[src/rtl/doorbell_pkg.sv]
// Shared types and constants for the doorbell alert controller.
package doorbell_pkg;

  typedef enum logic [1:0] {
    ST_IDLE,
    ST_ALERT,
    ST_COOLDOWN
  } state_t;

  localparam int ALERT_CNT_W = 16;

  function automatic int max_int(input int a, input int b);
    return (a > b) ? a : b;
  endfunction

endpackage

[src/rtl/doorbell_chan_confirm.sv]
// One confirmation channel: strict unsigned threshold compare (or raw hit in bypass
// mode) feeding a saturating consecutive-hit counter; o_det is high while saturated.
module doorbell_chan_confirm
  import doorbell_pkg::*;
#(
  parameter int DATA_W         = 8,
  parameter int CONFIRM_CYCLES = 4,
  parameter bit BYPASS         = 1'b0
) (
  input  logic              clk,
  input  logic              reset,
  input  logic [DATA_W-1:0] i_sample,
  input  logic [DATA_W-1:0] i_thr,
  input  logic              i_hit_en,
  output logic              o_det
);

  localparam int CNT_W = $clog2(CONFIRM_CYCLES + 1);
  localparam logic [CNT_W-1:0] CNT_SAT = CNT_W'(CONFIRM_CYCLES);

  logic             w_above;
  logic             w_hit;
  logic [CNT_W-1:0] r_cnt;

  assign w_above = (i_sample > i_thr);
  assign w_hit   = i_hit_en && (BYPASS || w_above);

  // confirm counter stage: any non-hit cycle restarts the run
  always_ff @(posedge clk) begin
    if (reset) begin
      r_cnt <= '0;
    end else if (!w_hit) begin
      r_cnt <= '0;
    end else if (r_cnt != CNT_SAT) begin
      r_cnt <= r_cnt + CNT_W'(1);
    end
  end

  assign o_det = (r_cnt == CNT_SAT);

endmodule

[src/rtl/doorbell_alert_ctrl.sv]
// Doorbell alert controller: NUM_CH sensor channels plus button, confirmed, driving an
// IDLE/ALERT/COOLDOWN FSM. Define DOORBELL_CAMERA_GATE_EN to gate camera_active by state.
module doorbell_alert_ctrl
  import doorbell_pkg::*;
#(
  parameter int DATA_W          = 8,
  parameter int NUM_CH          = 2,
  parameter int CONFIRM_CYCLES  = 4,
  parameter int ALERT_CYCLES    = 1000,
  parameter int VIBE_HALF       = 50,
  parameter int COOLDOWN_CYCLES = 500
) (
  input  logic                     clk,
  input  logic                     reset,
  input  logic [NUM_CH*DATA_W-1:0] sample_in,
  input  logic [NUM_CH*DATA_W-1:0] thr_in,
  input  logic [NUM_CH-1:0]        ch_enable,
  input  logic                     button,
  output logic                     led,
  output logic                     vibration,
  output logic                     light_output,
  output logic                     camera_active,
  output logic [NUM_CH:0]          event_src,
  output logic [ALERT_CNT_W-1:0]   alert_count
);

  localparam int TMR_W = $clog2(max_int(ALERT_CYCLES, COOLDOWN_CYCLES) + 1);
  localparam int VIB_W = $clog2(VIBE_HALF + 1);
  localparam logic [TMR_W-1:0] ALERT_LOAD = TMR_W'(ALERT_CYCLES - 1);
  localparam logic [TMR_W-1:0] COOL_LOAD  = TMR_W'(COOLDOWN_CYCLES - 1);
  localparam logic [VIB_W-1:0] VIB_LAST   = VIB_W'(VIBE_HALF - 1);

  function automatic logic [ALERT_CNT_W-1:0] sat_inc(input logic [ALERT_CNT_W-1:0] v);
    return (v == '1) ? v : v + ALERT_CNT_W'(1);
  endfunction

  logic [NUM_CH:0] w_det;
  logic            w_trigger;

  // confirmation stage
  for (genvar g = 0; g < NUM_CH; g++) begin : g_ch
    doorbell_chan_confirm #(
      .DATA_W        (DATA_W),
      .CONFIRM_CYCLES(CONFIRM_CYCLES),
      .BYPASS        (1'b0)
    ) u_ch (
      .clk     (clk),
      .reset   (reset),
      .i_sample(sample_in[g*DATA_W +: DATA_W]),
      .i_thr   (thr_in[g*DATA_W +: DATA_W]),
      .i_hit_en(ch_enable[g]),
      .o_det   (w_det[g])
    );
  end

  doorbell_chan_confirm #(
    .DATA_W        (DATA_W),
    .CONFIRM_CYCLES(CONFIRM_CYCLES),
    .BYPASS        (1'b1)
  ) u_button (
    .clk     (clk),
    .reset   (reset),
    .i_sample('0),
    .i_thr   ('0),
    .i_hit_en(button),
    .o_det   (w_det[NUM_CH])
  );

  assign w_trigger = |w_det;

  state_t                 r_state, w_state_nxt;
  logic [TMR_W-1:0]       r_timer, w_timer_nxt;
  logic [VIB_W-1:0]       r_vib_ph, w_vib_ph_nxt;
  logic                   r_vib, w_vib_nxt;
  logic                   r_led, w_led_nxt;
  logic                   r_light;
  logic [NUM_CH:0]        r_evsrc, w_evsrc_nxt;
  logic [ALERT_CNT_W-1:0] r_alert_count, w_alert_count_nxt;

  // FSM next-state stage
  always_comb begin
    w_state_nxt       = r_state;
    w_timer_nxt       = r_timer;
    w_vib_ph_nxt      = r_vib_ph;
    w_vib_nxt         = r_vib;
    w_led_nxt         = r_led;
    w_evsrc_nxt       = r_evsrc;
    w_alert_count_nxt = r_alert_count;
    case (r_state)
      ST_IDLE: begin
        w_led_nxt = 1'b0;
        w_vib_nxt = 1'b0;
        if (w_trigger) begin
          w_state_nxt       = ST_ALERT;
          w_timer_nxt       = ALERT_LOAD;
          w_evsrc_nxt       = w_det;
          w_alert_count_nxt = sat_inc(r_alert_count);
          w_vib_nxt         = 1'b1;
          w_vib_ph_nxt      = '0;
          w_led_nxt         = 1'b1;
        end
      end
      ST_ALERT: begin
        w_led_nxt = 1'b1;
        if (r_vib_ph == VIB_LAST) begin
          w_vib_ph_nxt = '0;
          w_vib_nxt    = ~r_vib;
        end else begin
          w_vib_ph_nxt = r_vib_ph + VIB_W'(1);
        end
        // a trigger on the final cycle reloads instead of exiting
        if (w_trigger) begin
          w_timer_nxt = ALERT_LOAD;
          w_evsrc_nxt = r_evsrc | w_det;
        end else if (r_timer == '0) begin
          w_state_nxt  = ST_COOLDOWN;
          w_timer_nxt  = COOL_LOAD;
          w_led_nxt    = 1'b0;
          w_vib_nxt    = 1'b0;
          w_vib_ph_nxt = '0;
        end else begin
          w_timer_nxt = r_timer - TMR_W'(1);
        end
      end
      ST_COOLDOWN: begin
        w_led_nxt = 1'b0;
        w_vib_nxt = 1'b0;
        if (r_timer == '0) begin
          w_state_nxt = ST_IDLE;
        end else begin
          w_timer_nxt = r_timer - TMR_W'(1);
        end
      end
      default: begin
        w_state_nxt = ST_IDLE;
        w_led_nxt   = 1'b0;
        w_vib_nxt   = 1'b0;
      end
    endcase
  end

  // FSM register stage
  always_ff @(posedge clk) begin
    if (reset) begin
      r_state       <= ST_IDLE;
      r_timer       <= '0;
      r_vib_ph      <= '0;
      r_vib         <= 1'b0;
      r_led         <= 1'b0;
      r_light       <= 1'b1;
      r_evsrc       <= '0;
      r_alert_count <= '0;
    end else begin
      r_state       <= w_state_nxt;
      r_timer       <= w_timer_nxt;
      r_vib_ph      <= w_vib_ph_nxt;
      r_vib         <= w_vib_nxt;
      r_led         <= w_led_nxt;
      r_light       <= ~w_led_nxt;
      r_evsrc       <= w_evsrc_nxt;
      r_alert_count <= w_alert_count_nxt;
    end
  end

  assign led          = r_led;
  assign vibration    = r_vib;
  assign light_output = r_light;
  assign event_src    = r_evsrc;
  assign alert_count  = r_alert_count;

`ifdef DOORBELL_CAMERA_GATE_EN
  logic r_cam;

  always_ff @(posedge clk) begin
    if (reset) begin
      r_cam <= 1'b0;
    end else begin
      r_cam <= (w_state_nxt != ST_IDLE);
    end
  end

  assign camera_active = r_cam;
`else
  assign camera_active = 1'b1;
`endif

endmodule

[config.mk]
export PLATFORM = sky130hd
export DESIGN_NAME = doorbell_alert_ctrl
export DESIGN_NICKNAME = d
export VERILOG_FILES = /design/src/rtl/doorbell_pkg.sv /design/src/rtl/doorbell_chan_confirm.sv /design/src/rtl/doorbell_alert_ctrl.sv
export SDC_FILE = /design/constraint.sdc
export NUM_CORES = 1
export LEC_CHECK = 0
export BUFFER_PORTS_ARGS = -buffer_cell sky130_fd_sc_hd__buf_4
export CORE_ASPECT_RATIO = 1.5
export CORE_MARGIN = 10
export CORE_UTILIZATION = 44
export CTS_CLUSTER_SIZE = 28
export DETAILED_ROUTE_END_ITERATION = 16
export PLACE_DENSITY = 0.72
export SETUP_SLACK_MARGIN = 0.1
export SLEW_MARGIN = 40
export SYNTH_ARGS = -nofsm -noshare
export SYNTH_HDL_FRONTEND = slang
export SYNTH_SLANG_ARGS = --single-unit
[constraint.sdc]
create_clock -name clk -period 1.94 [get_ports clk]
set_input_delay 0.194 -clock clk [delete_from_list [all_inputs] [get_ports clk]]
set_output_delay 0.194 -clock clk [all_outputs]
set_load 0.05 [all_outputs]
==> flow_metrics.py, run 1 <==
metrics = {
    "timing": {
        "rsz0062_at_grt": "yes",
        "tns_ps": -263,
        "hold_violations": 0,
        "post-route-period-util_pct": 105,
        "period_needed_ps": 2040,
        "finClkSkew_ps": 6.71,
        "setup_viol": 6,
        "whs_ps": 159,
        "timing.fmax_mhz": 490,
        "slew_viol_final": 0,
        "finalWorstSetupSlack_ps": -101,
    },
    "setup_path": {
        "cp.arrival_ps": 2290,
        "cp_max_fo": 5,
        "max_stage_delay_ps": 400,
        "cp-endpoint": "r_state[1]$_SDFFE_PP0P_",
        "reg2reg_setup_slack_ps": -100,
        "cp_cell_sequence": "inv_2 > ha_4 > a222oi_1 > buf_4 > buf_6 > a41oi_4 > a221oi_2 > buf_4 > nor2_4 > nor3_2",
        "worstReg2RegStart": "g_ch[1].u_ch.r_cnt[1]$_SDFFE_PP0N_",
        "startpoint": "g_ch[1].u_ch.r_cnt[1]$_SDFFE_PP0N_",
        "critical_path_class": "flip-flop to flip-flop",
        "end_kind": "flip-flop",
        "r2r_cells": 10,
        "cpMostUsedCell": "buf_4",
        "required_ps": 2190,
        "r2r_end": "r_state[1]$_SDFFE_PP0P_",
        "worstSetupPathDepth": 10,
        "crit_buf_inv": 4,
        "cpMaxStageDelayCell": "a222oi_1",
        "startpoint_type": "flip-flop",
        "crit_family": "compound AO/OA/AOI/OAI gates",
    },
    "yosys": {
        "synthMuxAreaShare_pct": 1.29,
        "synth_edf_count": 0,
        "synth_top_family_by_area": "compound AO/OA/AOI/OAI gates",
        "synth_compound_area_share_pct": 21.4,
        "synth.distinct_cells": 63,
        "ys.warnings.count": 0,
        "syn-cell-area_um2": 3110,
        "synth_fp_nets": 435,
        "netlist_instances": 367,
        "async_flop_share_pct": 0,
        "ys_seq_elements": 49,
        "synth_xor_area_share_pct": 5.62,
        "yosys.area_share.simple_pct": 20.4,
        "syn_avg_cell_area_um2": 8.49,
        "yosysSeqAreaShare_pct": 31.5,
        "yosys.area_share.adder_pct": 12.5,
        "synthFlopType": "dfxtp_1",
    },
    "global_route": {
        "grt_usage_pct": 14.4,
        "grt_max_degree": 37,
        "grt_overflow": 0,
        "antenna_found_initial": 0,
        "first_global_vias": 2981,
        "grt_pass1_wl_mm": 12.9,
    },
    "power": {
        "seq_power_share_pct": 28.3,
        "intPower_uw": 2510,
        "power.leakage_uw": 0.00176,
        "switchingPower_uw": 1860,
        "switching_share_pct": 42.5,
        "clkPwrFrac_pct": 14.5,
        "p_per_area_nw_per_um2": 1050,
        "pwr-share-comb_pct": 57.2,
        "ir_worst_vdd_mv": 0.468,
    },
    "clock_tree": {
        "clock-root-buffer": "clkbuf_8",
        "cts.clk_slew.worst_paths_ps": 100,
        "hold_buffers": 0,
        "htreeDepth": 2,
        "cts_tree": "done",
        "cts_buffers": 5,
        "clock_latency_ps": 320,
        "clock-sinks": 49,
        "ctsLongestPathBuffers": 2,
    },
    "place": {
        "io_buffers": 58,
        "routabilityCongestion": 0.827,
        "hpwl_mm": 6.07,
    },
    "cells_and_area": {
        "syn2layout_area_growth_pct": 33.9,
        "drive_gt1_share_pct": 37.5,
        "nets": 528,
        "final_util_pct": 60.4,
        "seq_area_um2": 1010,
        "fillers": 580,
        "multi_input_area_um2": 2060,
        "n_antenna_cell": 0,
    },
    "status": {
        "violations": "setup timing",
        "status": "complete, but fails checks",
    },
    "die": {
        "die-area_um2": 10900,
        "die_x_um": 88.7,
        "row_count": 37,
        "core_area_um2": 6900,
        "ios": 60,
        "initial_utilization_pct": 45.1,
        "die_height_um": 123,
    },
    "drt": {
        "wl_per_cell_um": 15.1,
        "num_vias": 3034,
        "dr.pass1.iters": 4,
        "viasPerCell": 5.63,
        "route.detailed.drc": 0,
        "ant_nets": 0,
        "dr.first_iter.drc_count": 183,
        "wl_mm": 8.16,
    },
    "worst_hold_path": {
        "hold_path.class": "input port to flip-flop",
    },
    "job": {
        "max_cap_viol_count": 0,
    },
}
==> tightest hold or removal path, cell delays in order <==
cell	delay, ps
buf_4	110
nand2_1	90
a21oi_1	50
==> stage by stage <==
stage          cells  power (uW)  setup WS (ps)  area [um2]
5_1_grt          539        4630           -256        4170
6_report         539        4370           -101        4170
2_1_floorplan    367        2720          -90.1        3220
3_5_place_dp     523        3410          -43.3        3890
3_3_place_gp     523        3360          -4.20        3890
4_1_cts          532        4160           7.27        4060
==> registers in the layout, indices dropped and copies added, names as in the netlist <==
| register | flops |
|---|---|
| r_state | 2 |
| r_vib_ph | 6 |
| u_button.r_cnt | 3 |
| event_src | 3 |
| alert_count | 16 |
| vibration | 1 |
| g_ch.u_ch.r_cnt | 6 |
| light_output | 1 |
| r_timer | 10 |
| led | 1 |
==> layout by cell type, fill, tap and decap left out, drive strengths merged, types with 3 or more instances in the layout <==
cell / Yosys / final
mux2i: 4 / 4
or3: 3 / 3
a21o: 4 / 4
clkinv: 0 / 3
a31o: 3 / 3
nor2: 39 / 39
xnor2: 18 / 18
nor4b: 3 / 3
inv: 37 / 37
nor4: 4 / 4
dfxtp: 49 / 49
buf: 5 / 99
o21a: 4 / 4
nor3: 8 / 8
a21oi: 28 / 28
clkbuf: 6 / 5
ha: 31 / 31
nand4: 10 / 10
nor2b: 5 / 5
nand3: 12 / 12
a211oi: 10 / 10
a31oi: 5 / 5
o21ai: 20 / 20
nand2: 21 / 21
==> per-layer routing <==
layer / up-vias / track usage, % / share of wire (%)
li1: 1488 / - / -
met1: 1438 / 13.9 / 38
met4: 0 / 7.10 / 2.2
met3: 16 / 4.21 / 7.0
met5: - / 0 / 0
met2: 92 / 26.8 / 53
==> synthesized netlist by cell type (all sizes together), types with 5 or more instances <==
cell / count / area, um2
ha: 31 / 388
clkbuf: 6 / 27.5
nor2b: 5 / 31.3
nor3: 8 / 40.0
a31oi: 5 / 31.3
a211oi: 10 / 80.1
dfxtp: 49 / 981
o21ai: 20 / 104
buf: 5 / 40.0
nand2: 21 / 78.8
a21oi: 28 / 140
inv: 37 / 139
nor2: 39 / 146
nand3: 12 / 65.1
nand4: 10 / 62.6
xnor2: 18 / 158
==> repair_timing <==
action	4_1_cts	5_1_grt
setup buffers	1	6
cloned	0	1
pin swaps	3	12
gates resized for setup	16	18
setup endpoints to repair	29	32
==> cells by family after synthesis <==
family          count (synthesis)
buf+inv                        50
fa+ha+maj                      31
xor+xnor                       20
compound gates                 94
simple gates                  118
mux                             4
other cells                     1
flops                          49
==> power by group through the flow <==
stage                     Sequential, uW  Combinational, uW  Clock (uW)
after floorplan                     1250               1470           0
after global placement              1240               2120           0
after detailed placement            1250               2170           0
after CTS                           1230               2290         645
after global routing                1240               2700         684
final                               1240               2500         635
==> worst min path at each step <==
stage	startpoint	to	slack, ps	depth (start not counted)
after CTS	button	u_button.r_cnt[0]$_SDFFE_PP0N_	170	3
final	button	u_button.r_cnt[1]$_SDFFE_PP0N_	160	3
after global routing	button	u_button.r_cnt[0]$_SDFFE_PP0N_	170	3
after floorplan	button	u_button.r_cnt[0]$_SDFFE_PP0N_	360	2
after global placement	r_timer[9]$_SDFFE_PP0P_	r_timer[9]$_SDFFE_PP0P_	470	2
after detailed placement	r_timer[9]$_SDFFE_PP0P_	r_timer[9]$_SDFFE_PP0P_	490	2
==> cell type report <==
| type | instances | share of cell area [%] |
|---|---|---|
| multi-input cells | 268 | 49.5 |
| flip-flops and latches | 49 | 24.2 |
| repair buffers | 99 | 18.4 |
| inverters | 37 | 3.33 |
| well taps | 78 | 2.34 |
| clock buffers | 5 | 1.65 |
| clock inverters | 3 | 0.540 |
Note: power is estimated with default switching activity, not from simulation.
==> inputs of run 2 (changes only) <==
Clock period 1.94 ns to 1.7 ns, I/O delays scaled along.
==> run 2 against run 1 <==
  * The run still ends with setup timing left
  * Clock power up 36%
  * Die area unchanged
  * Register-to-register slack worse by 50 ps
  * Via count up 3.1%
  * Critical path depth unchanged
  * Worst hold slack worse by 25 ps
  * Cell count up 6.7%
  * Global-route usage up 2.0 points
  * Sequential share of layout area down 2.1 points
  * Power up 23%
  * Worst setup slack worse by 49 ps
  * Combinational power up 27%
  * Largest cell class unchanged
  * Highest routed layer unchanged
==> flow_metrics.py, run 2 (synthesis results as in run 1) <==
metrics = {
    "timing": {
        "timing.fmax_mhz": 541,
        "finalWorstSetupSlack_ps": -150,
        "period_needed_ps": 1850,
        "finClkSkew_ps": 12.4,
        "setup_viol": 29,
        "post-route-period-util_pct": 109,
        "rsz0062_at_grt": "yes",
        "hold_violations": 0,
        "whs_ps": 133,
        "slew_viol_final": 0,
    },
    "setup_path": {
        "required_ps": 1920,
        "critical_path_class": "flip-flop to flip-flop",
        "end_kind": "flip-flop",
        "startpoint_type": "flip-flop",
        "r2r_end": "r_vib_ph[4]$_SDFFE_PP0P_",
        "r2r_cells": 10,
        "worstReg2RegStart": "g_ch[1].u_ch.r_cnt[0]$_SDFFE_PP0N_",
        "reg2reg_setup_slack_ps": -150,
        "cp.arrival_ps": 2070,
        "cp_max_fo": 7,
    },
    "power": {
        "ir_worst_vdd_mv": 0.600,
        "power.leakage_uw": 0.00196,
        "p_per_area_nw_per_um2": 1170,
        "p_total_uw": 5400,
    },
    "worst_hold_path": {
        "holdPathStages": 3,
        "min_to": "u_button.r_cnt[1]$_SDFFE_PP0N_",
        "hold_path.class": "input port to flip-flop",
        "min_from": "button",
    },
    "cells_and_area": {
        "n_antenna_cell": 0,
        "syn2layout_area_growth_pct": 48.7,
        "stdcell_area_um2": 4630,
        "fillers": 546,
        "final_util_pct": 67.1,
        "nets": 564,
        "seq_area_um2": 1030,
        "drive_gt1_share_pct": 45.7,
        "mostFrequentLayoutCells": "buf_4 (129), nor2_1 (34), inv_1 (31)",
        "largest_register_ffs": 16,
        "final_common_cell": "buf_4",
        "multi_input_area_um2": 2210,
    },
    "status": {
        "violations": "setup timing",
        "status": "complete, but fails checks",
    },
    "global_route": {
        "first_global_vias": 3282,
        "grt_pass1_wl_mm": 14.5,
        "grt_overflow": 0,
        "grt_max_degree": 22,
        "grt_usage_pct": 16.4,
        "antenna_found_initial": 0,
    },
    "clock_tree": {
        "ctsLongestPathBuffers": 2,
        "cts_buffers": 5,
        "clock-sinks": 49,
        "cts_tree": "done",
        "htreeDepth": 2,
        "hold_buffers": 0,
        "clock_latency_ps": 320,
        "cts.clk_slew.worst_paths_ps": 100,
        "clock-root-buffer": "clkbuf_8",
    },
    "job": {
        "max_cap_viol_count": 0,
    },
    "drt": {
        "dr_wl_met3_um": 429,
        "num_vias": 3127,
        "top_layer": "met4",
        "met1_length_mm": 3.12,
        "wl_mm": 8.73,
        "viasPerCell": 5.44,
        "wl_per_cell_um": 15.2,
        "wl_met2_mm": 4.91,
        "ant_nets": 0,
        "dr.first_iter.drc_count": 112,
        "dr.pass1.iters": 4,
        "route.detailed.drc": 0,
    },
    "place": {
        "io_buffers": 58,
        "routabilityCongestion": 0.864,
        "dpl_cell_area_um2": 4230,
        "hpwl_mm": 6.65,
        "post-place-ws_ps": -214,
    },
    "die": {
        "die-area_um2": 10900,
        "row_count": 37,
        "die_height_um": 123,
        "core_area_um2": 6900,
        "ios": 60,
        "initial_utilization_pct": 45.1,
        "die_x_um": 88.7,
    },
}
run 2: changes by cell type in the layout (fill, tap and decap cells not counted), sizes merged:
cell    before  now
clkinv       3    1
inv         37   38
buf         99  135
bufinv       0    1
run 2: cell type report:
type / instances / area share [%]
Clock buffer: 5 / 1.49
Clock inverter: 3 / 0.946
Inverter: 37 / 3.00
Multi-Input combinational cell: 268 / 47.7
Sequential cell: 49 / 22.2
Tap cell: 78 / 2.11
Timing Repair Buffer: 135 / 22.6
run 2: repair_timing:
item,CTS,global route
setup endpoints to repair,37,40
buffers inserted,4,3
gates resized for setup,33,20
pin swaps,26,20
run 2: metrics by stage:
| stage | instances | setup TNS (ps) |
|---|---|---|
| after floorplan | 367 | -4240 |
| after global placement | 560 | -3540 |
| after detailed placement | 560 | -4480 |
| after CTS | 572 | -3010 |
| after global routing | 575 | -6220 |
| final | 575 | -2770 |
run 2: worst max path at each step:
| stage | depth (start not counted) | end | startpoint |
|---|---|---|---|
| 2_1_floorplan | 8 | r_state[0]$_SDFFE_PP0P_ | g_ch[1].u_ch.r_cnt[0]$_SDFFE_PP0N_ |
| 3_3_place_gp | 8 | alert_count[10]$_SDFFE_PP0P_ | u_button.r_cnt[0]$_SDFFE_PP0N_ |
| 3_5_place_dp | 8 | alert_count[10]$_SDFFE_PP0P_ | u_button.r_cnt[0]$_SDFFE_PP0N_ |
| 4_1_cts | 9 | r_state[0]$_SDFFE_PP0P_ | g_ch[1].u_ch.r_cnt[0]$_SDFFE_PP0N_ |
| 5_1_grt | 9 | r_state[0]$_SDFFE_PP0P_ | g_ch[1].u_ch.r_cnt[0]$_SDFFE_PP0N_ |
| 6_report | 10 | r_vib_ph[4]$_SDFFE_PP0P_ | g_ch[1].u_ch.r_cnt[0]$_SDFFE_PP0N_ |
run 2: layer usage:
metal  vias to the layer above  GRT usage [%]
met2                        73           31.5
li1                       1557              -
met4                         0           8.01
met3                        19           4.02
met1                      1478           15.4
met5                         -              0
run 2: worst max-delay path, cell delays in order, from the launching register on:
cell and delay [ps]:
dfxtp_2 340, inv_2 40, ha_4 140, a222oi_1 300
buf_4 220, buf_12 110, buf_4 130, a21oi_2 70
and4_1 210, xnor2_1 140, nor2_1 50
run 2: where the power goes:
part | switching (uW) | internal, uW
Sequential | 95.1 | 1270
Clock | 425 | 441
Combinational | 1620 | 1550
Total | 2140 | 3260
==> inputs of run 3 (changes only) <==
Settings changed: REMOVE_ABC_BUFFERS set to 1.
Clock period 1.7 ns to 1.67 ns, I/O delays scaled along.
==> run 3 against run 2 <==
  * The run still ends with setup timing left
  * Core utilization up 2.4 points
  * Cell count up 2.3%
  * Clock power down 10%
  * Combinational power up 20%
  * Critical path type unchanged
  * Critical endpoint is now r_state[0]$_SDFFE_PP0P_
  * Largest power group unchanged
==> flow_metrics.py, run 3 (synthesis results as in run 1) <==
metrics = {
    "place": {
        "io_buffers": 58,
        "dpl_cell_area_um2": 4160,
        "post-place-ws_ps": -390,
        "hpwl_mm": 6.91,
        "routabilityCongestion": 0.872,
    },
    "drt": {
        "ant_nets": 0,
        "viasPerCell": 5.54,
        "dr.first_iter.drc_count": 118,
        "num_vias": 3260,
        "wl_mm": 9.51,
        "dr.pass1.iters": 4,
        "wl_per_cell_um": 16.2,
        "route.detailed.drc": 0,
    },
    "die": {
        "die_x_um": 88.7,
        "initial_utilization_pct": 45.1,
        "ios": 60,
        "core_area_um2": 6900,
        "die_height_um": 123,
        "row_count": 37,
        "die-area_um2": 10900,
    },
    "cells_and_area": {
        "n_antenna_cell": 0,
        "mostFrequentLayoutCells": "buf_4 (132), dfxtp_1 (43), nor2_1 (34)",
        "final_common_cell": "buf_4",
        "largest_register_ffs": 16,
        "stdcell_area_um2": 4800,
        "drive_gt1_share_pct": 45.3,
        "nets": 577,
        "syn2layout_area_growth_pct": 54.0,
    },
    "worst_hold_path": {
        "hold_path.class": "input port to flip-flop",
    },
    "timing": {
        "hold_violations": 0,
        "slew_viol_final": 0,
        "period_needed_ps": 2030,
        "timing.fmax_mhz": 493,
        "finalWorstSetupSlack_ps": -360,
        "rsz0062_at_grt": "yes",
        "setup_viol": 38,
        "tns_ps": -9120,
        "whs_ps": 140,
        "post-route-period-util_pct": 122,
        "finClkSkew_ps": 14.3,
    },
    "power": {
        "power.leakage_uw": 0.00206,
        "p_per_area_nw_per_um2": 1240,
        "ir_worst_vdd_mv": 0.722,
        "p_total_uw": 5960,
    },
    "status": {
        "violations": "setup timing",
        "status": "complete, but fails checks",
    },
    "clock_tree": {
        "ctsLongestPathBuffers": 2,
        "cts.clk_slew.worst_paths_ps": 100,
        "clock_latency_ps": 320,
        "clock-sinks": 49,
        "clock-root-buffer": "clkbuf_8",
        "cts_tree": "done",
        "cts_buffers": 5,
        "htreeDepth": 2,
        "hold_buffers": 0,
    },
    "setup_path": {
        "cpMaxStageDelayCell": "a222oi_1",
        "required_ps": 1880,
        "cp_cell_sequence": "inv_2 > ha_4 > a222oi_1 > buf_4 > buf_12 > a41oi_4 > a221oi_4 > mux2i_1 > nor2_1",
        "cp_max_fo": 4,
        "max_stage_delay_ps": 400,
        "startpoint_type": "flip-flop",
        "critical_path_class": "flip-flop to flip-flop",
        "cp.arrival_ps": 2240,
        "crit_family": "compound AO/OA/AOI/OAI gates",
        "crit_buf_inv": 3,
        "end_kind": "flip-flop",
    },
    "global_route": {
        "first_global_vias": 3520,
        "antenna_found_initial": 0,
        "grt_overflow": 0,
        "grt_usage_pct": 17.0,
        "grt_max_degree": 19,
        "grt_pass1_wl_mm": 15.2,
    },
    "job": {
        "max_cap_viol_count": 0,
    },
}
==> run 3: metal layers <==
layer,track usage [%],wire [um],up-vias
li1,-,-,1591
met1,15.7,3310,1538
met2,32.2,5280,97
met3,4.34,531,34
met4,9.94,388,0
met5,0,0,-
==> run 3: timing repair <==
action                                  4_1_cts  5_1_grt
buffers inserted                              8        9
gates resized for setup                      73       32
endpoints found under the setup margin       40       40
pin swaps                                    47       25
==> run 3: path summary, 6_finish.rpt <==
kind,from,endpoint,slack [ps],cells past startpoint
setup reg to reg,g_ch[1].u_ch.r_cnt[1]$_SDFFE_PP0N_,r_state[0]$_SDFFE_PP0P_,-360,9
hold / removal,reset,r_state[0]$_SDFFE_PP0P_,140,2
hold reg to reg,r_timer[9]$_SDFFE_PP0P_,r_timer[9]$_SDFFE_PP0P_,510,2
setup / recovery,g_ch[1].u_ch.r_cnt[1]$_SDFFE_PP0N_,r_state[0]$_SDFFE_PP0P_,-360,9
==> run 3: stage by stage <==
step,cells,util [%]
5_1_grt,588,69.5
6_report,588,69.5
2_1_floorplan,354,-
4_1_cts,581,66.7
3_5_place_dp,567,60.3
3_3_place_gp,567,60.3
==> run 3: power breakdown <==
part / switching [uW] / leakage (uW) / internal [uW] / total [uW]
logic: 1930 / 0.00161 / 1860 / 3790
clock network: 463 / 0.0000506 / 314 / 777
registers: 90.2 / 0.000400 / 1300 / 1390
==> run 3: cell type report <==
type	count	area (um2)
Multi-Input combinational cell	268	2270
Fill cell	530	2100
Timing Repair Buffer	148	1200
Sequential cell	49	988
Inverter	37	139
Tap cell	78	97.6
Clock buffer	5	68.8
Clock inverter	3	28.8
